===== config.mk =====
export PLATFORM = sky130hd
export DESIGN_NAME = fb_write_scheduler
export DESIGN_NICKNAME = d
export VERILOG_FILES = /design/src/rtl/fb_pkg.sv /design/src/rtl/fb_clear_sequencer.sv /design/src/rtl/fb_write_scheduler.sv
export SDC_FILE = /design/constraint.sdc
export NUM_CORES = 1
export LEC_CHECK = 0
export CAP_MARGIN = 5
export CORE_MARGIN = 4
export CORE_UTILIZATION = 25
export CTS_CLUSTER_DIAMETER = 150
export DETAILED_ROUTE_END_ITERATION = 12
export PLACE_DENSITY = 0.54
export SYNTH_ARGS = -nofsm -noshare
export SYNTH_HDL_FRONTEND = slang
export SYNTH_HIERARCHICAL = 1
export SYNTH_SLANG_ARGS = --single-unit

===== constraint.sdc =====
create_clock -name Clk -period 1.91 [get_ports Clk]
set_input_delay 0.382 -clock Clk [delete_from_list [all_inputs] [get_ports Clk]]
set_output_delay 0.382 -clock Clk [all_outputs]
set_load 0.02 [all_outputs]

===== src/rtl/fb_pkg.sv =====
// Shared definitions for the frame-buffer write path.
//   FB_COORD_W / FB_PIXEL_W : coordinate and pixel widths
//   FB_H_RES / FB_V_RES     : default visible resolution
//   FB_DROP_W               : width of the dropped-request counter
//   fb_sched_state_t        : write scheduler FSM states
//   fb_in_range()           : visible-area test for a coordinate pair
package fb_pkg;

    localparam int FB_COORD_W = 10;
    localparam int FB_PIXEL_W = 4;
    localparam int FB_H_RES   = 320;
    localparam int FB_V_RES   = 240;
    localparam int FB_DROP_W  = 16;

    typedef enum logic {
        FB_ARB   = 1'b0,
        FB_CLEAR = 1'b1
    } fb_sched_state_t;

    // True when (x, y) lies inside an h_res x v_res visible area.
    function automatic logic fb_in_range(
        input logic [FB_COORD_W-1:0] x,
        input logic [FB_COORD_W-1:0] y,
        input int                    h_res,
        input int                    v_res
    );
        return (int'(x) < h_res) && (int'(y) < v_res);
    endfunction

endpackage


===== src/rtl/fb_clear_sequencer.sv =====
// Raster counter used by the frame clear: walks (cx, cy) across the
// visible area, column first, one position per advance.
//   clk, srst : clock and synchronous active-high reset
//   start     : restart the raster at (0, 0)
//   advance   : step to the next pixel position
//   cx, cy    : current raster position
//   last      : current position is (H_RES-1, V_RES-1)
module fb_clear_sequencer
    import fb_pkg::*;
#(
    parameter int H_RES = FB_H_RES,
    parameter int V_RES = FB_V_RES
) (
    input  logic                  clk,
    input  logic                  srst,
    input  logic                  start,
    input  logic                  advance,
    output logic [FB_COORD_W-1:0] cx,
    output logic [FB_COORD_W-1:0] cy,
    output logic                  last
);

    localparam logic [FB_COORD_W-1:0] CX_MAX = FB_COORD_W'(H_RES - 1);
    localparam logic [FB_COORD_W-1:0] CY_MAX = FB_COORD_W'(V_RES - 1);

    logic [FB_COORD_W-1:0] cx_reg, cx_next;
    logic [FB_COORD_W-1:0] cy_reg, cy_next;
    logic                  cx_wrap;

    assign cx_wrap = (cx_reg == CX_MAX);
    assign last    = cx_wrap && (cy_reg == CY_MAX);
    assign cx      = cx_reg;
    assign cy      = cy_reg;

    always_comb begin
        cx_next = cx_reg;
        cy_next = cy_reg;
        if (start) begin
            cx_next = '0;
            cy_next = '0;
        end else if (advance) begin
            if (cx_wrap) begin
                cx_next = '0;
                // Wrapping to (0,0) after the final pixel leaves the
                // counter ready for the next clear without a restart.
                cy_next = last ? '0 : cy_reg + 1'b1;
            end else begin
                cx_next = cx_reg + 1'b1;
            end
        end
    end

    always_ff @(posedge clk) begin
        if (srst) begin
            cx_reg <= '0;
            cy_reg <= '0;
        end else begin
            cx_reg <= cx_next;
            cy_reg <= cy_next;
        end
    end

endmodule


===== src/rtl/fb_write_scheduler.sv =====
// Arbitrates two pixel requesters onto the frame buffer's single write
// port (round robin) and runs a whole-frame clear on request.
//   Clk, Reset            : clock and synchronous active-high reset
//   clear_req/clear_color : start a clear with the given fill value
//   clear_busy            : clear in progress
//   reqN_valid/x/y/data   : pixel write request from requester N
//   reqN_ready            : requester N accepted this cycle
//   fb_x/fb_y/fb_data/fb_we : registered write port to the frame buffer
//   drop_count            : saturating count of out-of-range requests
module fb_write_scheduler
    import fb_pkg::*;
#(
    parameter int H_RES = FB_H_RES,
    parameter int V_RES = FB_V_RES
) (
    input  logic                  Clk,
    input  logic                  Reset,
    input  logic                  clear_req,
    input  logic [FB_PIXEL_W-1:0] clear_color,
    output logic                  clear_busy,
    input  logic                  req0_valid,
    input  logic [FB_COORD_W-1:0] req0_x,
    input  logic [FB_COORD_W-1:0] req0_y,
    input  logic [FB_PIXEL_W-1:0] req0_data,
    output logic                  req0_ready,
    input  logic                  req1_valid,
    input  logic [FB_COORD_W-1:0] req1_x,
    input  logic [FB_COORD_W-1:0] req1_y,
    input  logic [FB_PIXEL_W-1:0] req1_data,
    output logic                  req1_ready,
    output logic [FB_COORD_W-1:0] fb_x,
    output logic [FB_COORD_W-1:0] fb_y,
    output logic [FB_PIXEL_W-1:0] fb_data,
    output logic                  fb_we,
    output logic [FB_DROP_W-1:0]  drop_count
);

    fb_sched_state_t state_reg, state_next;

    logic                  last_grant_reg;
    logic [FB_PIXEL_W-1:0] clear_color_reg;
    logic [FB_COORD_W-1:0] fb_x_reg, fb_y_reg;
    logic [FB_PIXEL_W-1:0] fb_data_reg;
    logic                  fb_we_reg;
    logic [FB_DROP_W-1:0]  drop_count_reg;

    logic [1:0] req_valid;
    logic [1:0] ready_vec;
    logic       grant;
    logic       arb_open;
    logic       xfer;

    logic [FB_COORD_W-1:0] sel_x, sel_y;
    logic [FB_PIXEL_W-1:0] sel_data;
    logic                  sel_in_range;

    logic                  seq_start, seq_advance, seq_last;
    logic [FB_COORD_W-1:0] seq_cx, seq_cy;

    assign req_valid = {req1_valid, req0_valid};

    // ---------------- clear raster counter ----------------
    fb_clear_sequencer #(
        .H_RES (H_RES),
        .V_RES (V_RES)
    ) u_clear_seq (
        .clk     (Clk),
        .srst    (Reset),
        .start   (seq_start),
        .advance (seq_advance),
        .cx      (seq_cx),
        .cy      (seq_cy),
        .last    (seq_last)
    );

    // ---------------- FSM: state register ----------------
    always_ff @(posedge Clk) begin
        if (Reset) begin
            state_reg <= FB_ARB;
        end else begin
            state_reg <= state_next;
        end
    end

    // ---------------- FSM: next state ----------------
    always_comb begin
        state_next = state_reg;
        case (state_reg)
            FB_ARB:   if (clear_req) state_next = FB_CLEAR;
            FB_CLEAR: if (seq_last)  state_next = FB_ARB;
            default:  state_next = FB_ARB;
        endcase
    end

    // ---------------- FSM: outputs ----------------
    always_comb begin
        arb_open    = 1'b0;
        clear_busy  = 1'b0;
        seq_start   = 1'b0;
        seq_advance = 1'b0;
        case (state_reg)
            FB_ARB: begin
                // A clear request takes the cycle away from requesters.
                arb_open  = !clear_req && !Reset;
                seq_start = clear_req;
            end
            FB_CLEAR: begin
                clear_busy  = 1'b1;
                seq_advance = 1'b1;
            end
            default: ;
        endcase
    end

    // ---------------- round-robin grant ----------------
    // With both valid the requester that did not win last time gets the
    // port; with one valid that one wins regardless of history.
    always_comb begin
        if (req_valid == 2'b11) begin
            grant = ~last_grant_reg;
        end else begin
            grant = req_valid[1];
        end
    end

    generate
        for (genvar gi = 0; gi < 2; gi++) begin : g_ready
            assign ready_vec[gi] = arb_open && req_valid[gi] && (grant == 1'(gi));
        end
    endgenerate

    assign req0_ready = ready_vec[0];
    assign req1_ready = ready_vec[1];
    assign xfer       = |ready_vec;

    assign sel_x        = grant ? req1_x    : req0_x;
    assign sel_y        = grant ? req1_y    : req0_y;
    assign sel_data     = grant ? req1_data : req0_data;
    assign sel_in_range = fb_in_range(sel_x, sel_y, H_RES, V_RES);

    // ---------------- grant history and clear colour ----------------
    always_ff @(posedge Clk) begin
        if (Reset) begin
            // Starting at 1 lets req0 win the first contention.
            last_grant_reg  <= 1'b1;
            clear_color_reg <= '0;
        end else begin
            if (xfer) begin
                last_grant_reg <= grant;
            end
            if (seq_start) begin
                clear_color_reg <= clear_color;
            end
        end
    end

    // ---------------- write port register ----------------
    // Address and data only move on an actual write, so they hold their
    // last value across idle cycles and dropped requests.
    always_ff @(posedge Clk) begin
        if (Reset) begin
            fb_x_reg    <= '0;
            fb_y_reg    <= '0;
            fb_data_reg <= '0;
            fb_we_reg   <= 1'b0;
        end else if (state_reg == FB_CLEAR) begin
            fb_x_reg    <= seq_cx;
            fb_y_reg    <= seq_cy;
            fb_data_reg <= clear_color_reg;
            fb_we_reg   <= 1'b1;
        end else if (xfer && sel_in_range) begin
            fb_x_reg    <= sel_x;
            fb_y_reg    <= sel_y;
            fb_data_reg <= sel_data;
            fb_we_reg   <= 1'b1;
        end else begin
            fb_we_reg   <= 1'b0;
        end
    end

    // ---------------- dropped-request counter ----------------
    always_ff @(posedge Clk) begin
        if (Reset) begin
            drop_count_reg <= '0;
        end else if (xfer && !sel_in_range && (drop_count_reg != '1)) begin
            drop_count_reg <= drop_count_reg + 1'b1;
        end
    end

    assign fb_x       = fb_x_reg;
    assign fb_y       = fb_y_reg;
    assign fb_data    = fb_data_reg;
    assign fb_we      = fb_we_reg;
    assign drop_count = drop_count_reg;

endmodule


Word-level counts from Yosys, hierarchy flattened. Index checks and enable logic that the tools add are counted.

Add/sub/neg operators: 3. $lt $le $gt $ge: 2. Eq/ne operators: 4. Mux-type cells: 20. Bitwise logic cells: 3. Reduce and logical (&&, ||, !) cells: 17.

Operators by type and width (count): $mux W10 (8); $add A10 B1 Y10 const B (2); $add A16 B1 Y16 const B (1); $ne A16 B16 Y1 const B (1); $mux W4 (3); $eq A10 B8 Y1 const B (1); $eq A10 B9 Y1 const B (1); $logic_and A1 B1 Y1 (10); $lt A10 B8 Y1 const B (1); $lt A10 B9 Y1 const B (1); $mux W1 (8); $reduce_or A2 Y1 (2); $logic_not A1 Y1 (3); $not A1 Y1 (3); $eq A2 B2 Y1 const B (1); $pmux W1 S2 (1); $reduce_and A2 Y1 (1); $reduce_bool A2 Y1 (1).

Bits in registers: 67. Bits of input ports: 57.

Longest topological paths before layout. Gate-level depths: netlist of run 1.

Depth in word-level cells: 9. Depth in mapped cells: 9. Mapped depth without buffers: 6.

Modules after synthesis. The synthesis of run 1 kept the hierarchy.

By module, submodules not included: fb_write_scheduler (instances 1, cells each 330, area an instance 2544.9 µm², sequential area each 940.9 µm²); fb_clear_sequencer (instances 1, cells each 121, area an instance 1027.2 µm², sequential area each 400.4 µm²).

Worst setup path before layout of run 1. OpenSTA, ideal clock, no wires.

Path kind: reg2reg. Start: register drop_count_reg[0], in the netlist drop_count[0]. End: register drop_count_reg[13], in the netlist drop_count[13]. Arrival time: 1.924 ns. Required time: 1.787 ns. Slack: -0.138 ns. Cell stages (with the launch flop): 7. Period minus slack after synthesis: 2.048 ns. Cells stage by stage: dfxtp_1 -> ha_1 -> nand3_1 -> or4_1 -> nand4_1 -> nor4_1 -> mux2_1.

Word-level cells in the longest chain between the ends: 2.

Ends and longest elaborated chain: start, declared (line fb_write_scheduler.sv:45) `logic [FB_DROP_W-1:0] drop_count_reg;`; start signal, assigned (line fb_write_scheduler.sv:186) `drop_count_reg <= drop_count_reg + 1'b1;`; branches (longest 2 deep; another with $add A16 B1 Y16).

Several ways; the timed one is not identified. A chain may end at the register's enable or synchronous reset.

Worst setup path after layout of run 1.
Start: input req1_y[9]. End: register drop_count_reg[5], in the netlist drop_count[5].

Word-level cells in the longest chain between the ends: 6.

Ends and longest elaborated chain: start, declared (line fb_write_scheduler.sv:28) `input logic [FB_COORD_W-1:0] req1_y,`; $mux W10 (line fb_write_scheduler.sv:137) `assign sel_y = grant ? req1_y : req0_y;`; $lt A10 B8 Y1 (line fb_pkg.sv:27) `return (int'(x) < h_res) && (int'(y) < v_res);`; $logic_and A1 B1 Y1 (line fb_pkg.sv:27); $logic_not A1 Y1 (line fb_write_scheduler.sv:185) `end else if (xfer && !sel_in_range && (drop_count_reg != '1)) begin`; $logic_and A1 B1 Y1 (2 in a row) (line fb_write_scheduler.sv:185).

Every way passes these cells.

==> qor.yml, run 1 <==
post_layout_nonfiller_instances: 779
drtIter0Drc: 256
mostFrequentLayoutCells: "sky130_fd_sc_hd__nand2_1 (115), sky130_fd_sc_hd__clkdlybuf4s50_1 (78), sky130_fd_sc_hd__dfxtp_1 (64)"
place.detailed.instances: 761
report.power.total_mw: 3.541
grt_antenna_before_repair: 0
min-delay-path-class: "primary input to flop"
async_flop_share: 0
switching_share: 0.2420
timing.hold.worst_path_depth: 5
critPathRequiredTime_ns: 2.13
grtUsageMet2: 0.2406
grt_start_max_net_pins: 54
cell_internal_pwr_mw: 2.684
drt_first_pass_iters: 4
power.density_cell_area_mw_per_mm2: 628.7
timing.reg2reg.worst_path_depth: 6
finalSetupViolCount: 0
io_buffer_count: 100
largest_reg_flops: 16
post_synth.cell_area_avg_um2: 7.921
worstPathBufferInverterCount: 1
effective_utilization_at_floorplan: 0.2564
timing.critical_path.to_type: "flop"
synth_cell_type_count: 58
ys_seq_area_frac: 0.3755
final_period_demand_of_the_worst_path_ns: 1.899
syn_nets: 511
drc_errors: 0
cts.htree.levels: 3
vias_per_cell: 4.929
cts.reportedPaths.clkPinSlew_ns: 0.05
synthAdderAreaFrac: 0.01051
start_kind: "primary input"
postRouteAntennaNets: 0
seq_power_share: 0.405
design.core.area_mm2: 0.01393
dpl-instance-area_mm2: 0.005186
syn_area_mm2: 0.003572
global_route.usage.met1: 0.1772
synth_top_cells_by_area: "sky130_fd_sc_hd__dfxtp_1 (38%), sky130_fd_sc_hd__nand2_1 (12%), sky130_fd_sc_hd__a21oi_1 (3.9%), sky130_fd_sc_hd__or4b_1 (3.4%), sky130_fd_sc_hd__nor2_1 (3.0%)"
fmaxAchievable_ghz: 0.5265
synth_top_family_by_area: "simple AND/OR/NAND/NOR gates"
synthesis.instances: 451
synth_simple_gate_area_share: 0.3692
tritoncts_num_sinks: 67
timing.final.max_slew_violations: 0
area_growth_pct: 57.65
first_pass_grt_wire_length_um: 18620
timing.critical_path.cells: "dlygate4sd2_1 > or3_4 > or4_4 > o211ai_4 > nor4_2 > mux2_4"
grt-busiest-layer: "met2"
synth_xor_xnor_area_share: 0.02697
crit_type: "primary input to flop"
worstSkewPairLatency_ns: 0.34
power_frac_clock: 0.469
switchingPower_mw: 0.8569
final_core_util: 0.4041
cts-root-buf: "sky130_fd_sc_hd__clkbuf_16"
cpPeakStageDelay_ns: 0.58
layout.cells.most_common: "sky130_fd_sc_hd__nand2_1"
synth_largest_area_cell: "sky130_fd_sc_hd__dfxtp_1"
cp.depth: 6
proportion_of_netlist_area_held_by_the_largest_area_contributor: 0.3755
slowest_stage: "sky130_fd_sc_hd__or4_4"
ir_worst_vdd_mv: 0.3614
cts_tree: "yes"
globalRouteTotalUtil: 0.1432
nNetsFinal: 654
avgRoutedWirePerCell_um: 15.32
post_synth_mux_area_share: 0.02732
seqCellArea_mm2: 0.001345
dp_hpwl_um: 8824
finish.instance_area_mm2: 0.005632
grt_pass1_vias: 3725
finalWeightedCongestion: 0.8814
combinational_fraction_of_design_power: 0.126
insertedDiodeCount: 0
drt-total-wl_um: 11940
number_of_hold_repair_buffers_added_at_the_cts_stage: 0
grt_setup_unrepaired: "true"
final_hold_viol_count: 0
placement_rows: 43
outcome: "complete, no violations"
postSynthRegisterBits: 67
period_share: 0.9943
timing.critical_path.max_delay_family: "simple AND/OR/NAND/NOR gates"
multi_input_comb_area_mm2: 0.002257
fp.dieW_um: 127.5
fin_skew_ns: 0.009407
detailroute.via_count: 3840
synth_edf_count: 0
die_area_mm2: 0.01627
worstPathArrival_ns: 2.12
timing_worst_slew_pin_value_ns: 0.5201
num_io_pins: 101
cellLeakagePower_nw: 2.080
critical_path_fanouts_max: 3
synthesis.yosys.warnings: 6
timing.slew.headroom: 0.6503
synth_compound_area_frac: 0.1562
max_cap_viol_count: 0
cts_inserted_buffers: 9
die_h_um: 127.5
ys_dominant_reg_cell: "sky130_fd_sc_hd__dfxtp_1"
max-clock-path-buffers: 2
globalRoute.totalOverflow: 0
fillCellCount: 1386
drive_above_1_share: 0.1853
grt_use_met3: 0.02759
final timing paths:
check	from	endpoint	slack, ns
worst max-delay path	req1_y[9]	drop_count[5]$_SDFFE_PP0P_	0.01
worst min-delay path	req1_x[8]	fb_x[8]$_SDFFE_PP0P_	0.44
worst max register to register	last_grant_reg$_SDFFE_PP1P_	fb_x[3]$_SDFFE_PP0P_	0.09
worst min register to register	fb_y[7]$_SDFFE_PP0P_	fb_y[7]$_SDFFE_PP0P_	0.45
power groups by stage:
| stage | combinational [mW] | sequential, mW | clock (mW) |
|---|---|---|---|
| after floorplan | 0.163 | 1.48 | 0 |
| after global placement | 0.430 | 1.46 | 0 |
| after detailed placement | 0.434 | 1.46 | 0 |
| after CTS | 0.442 | 1.43 | 1.71 |
| after global routing | 0.485 | 1.44 | 1.75 |
| final | 0.445 | 1.43 | 1.66 |
cells in the mapped netlist, types with 2 or more instances:
cell type	count
sky130_fd_sc_hd__nand2_1	115
sky130_fd_sc_hd__mux2i_1	6
sky130_fd_sc_hd__xnor2_1	7
sky130_fd_sc_hd__dfxtp_1	67
sky130_fd_sc_hd__buf_2	7
sky130_fd_sc_hd__or4b_1	12
sky130_fd_sc_hd__xor2_1	4
sky130_fd_sc_hd__nand4_1	10
sky130_fd_sc_hd__nand2b_1	3
sky130_fd_sc_hd__a21oi_1	28
sky130_fd_sc_hd__ha_1	3
sky130_fd_sc_hd__nor2_1	29
sky130_fd_sc_hd__o21ai_0	8
sky130_fd_sc_hd__and2_1	2
sky130_fd_sc_hd__a22oi_1	7
sky130_fd_sc_hd__nor3b_1	2
sky130_fd_sc_hd__mux2_1	2
sky130_fd_sc_hd__o21a_1	3
sky130_fd_sc_hd__a2111oi_0	2
sky130_fd_sc_hd__o21ai_1	2
sky130_fd_sc_hd__and4_1	6
sky130_fd_sc_hd__or2_2	2
sky130_fd_sc_hd__o211ai_1	13
sky130_fd_sc_hd__clkbuf_1	16
sky130_fd_sc_hd__inv_1	6
sky130_fd_sc_hd__or4_1	11
sky130_fd_sc_hd__o31ai_1	11
sky130_fd_sc_hd__nor3_1	4
sky130_fd_sc_hd__and3_1	4
sky130_fd_sc_hd__or3_1	7
sky130_fd_sc_hd__nor2b_1	5
sky130_fd_sc_hd__nor4_2	2
sky130_fd_sc_hd__or3b_1	3
sky130_fd_sc_hd__nand3_1	14
sky130_fd_sc_hd__nor4_1	5
metrics by stage:
stage,TNS [ns],hold slack (ns),setup slack (ns)
2_1_floorplan,-0.08518,0.4475,-0.06852
3_3_place_gp,-18.98,0.4431,-0.5277
3_5_place_dp,-20.38,0.4469,-0.5592
4_1_cts,0,0.4545,0.003849
5_1_grt,-0.1834,0.4729,-0.02897
6_report,0,0.4353,0.01081
routing by layer:
metal	wire length, um	up-vias
met1	5269	1794
li1	-	1919
met4	368	0
met5	0	-
met3	553	25
met2	5745	102
repair_timing:
item,CTS,global route
pin swaps,10,8
gates resized for setup,34,23
buffers inserted,2,0
endpoints found under the setup margin,41,36
worst min-delay path, stage by stage:
cell and delay [ns]:
sky130_fd_sc_hd__dlymetal6s2s_1 0.11, sky130_fd_sc_hd__nand2_1 0.06, sky130_fd_sc_hd__nand2_1 0.05, sky130_fd_sc_hd__nand2_1 0.05
sky130_fd_sc_hd__o211ai_1 0.07
kinds of logic (layout without fill, tap and decap cells):
logic type	Yosys count	count (layout)
AND/OR/NAND/NOR	247	247
AO/OA/AOI/OAI	84	84
flip-flops	67	67
buffers and inverters	30	178
XOR/XNOR	11	11
multiplexers	9	9
adder cells (fa/ha/maj)	3	3
area by class of cell:
type                       instances  share of cell area
multi-input combinational        354              0.4008
timing repair buffer             156              0.2639
sequential                        67              0.2388
clock buffer                      11             0.04310
tap                              180             0.03999
clock inverter                     5            0.009331
inverter                           6            0.003999
(Power assumes the default switching activity.)
==> run 2: changes to the inputs <==
Settings changed: CAP_MARGIN 5 to 20, HOLD_SLACK_MARGIN from default to 0.08, SLEW_MARGIN from default to 25.
==> results of run 2 <==
The final DEF is identical to that of run 1; final timing and power are the same.
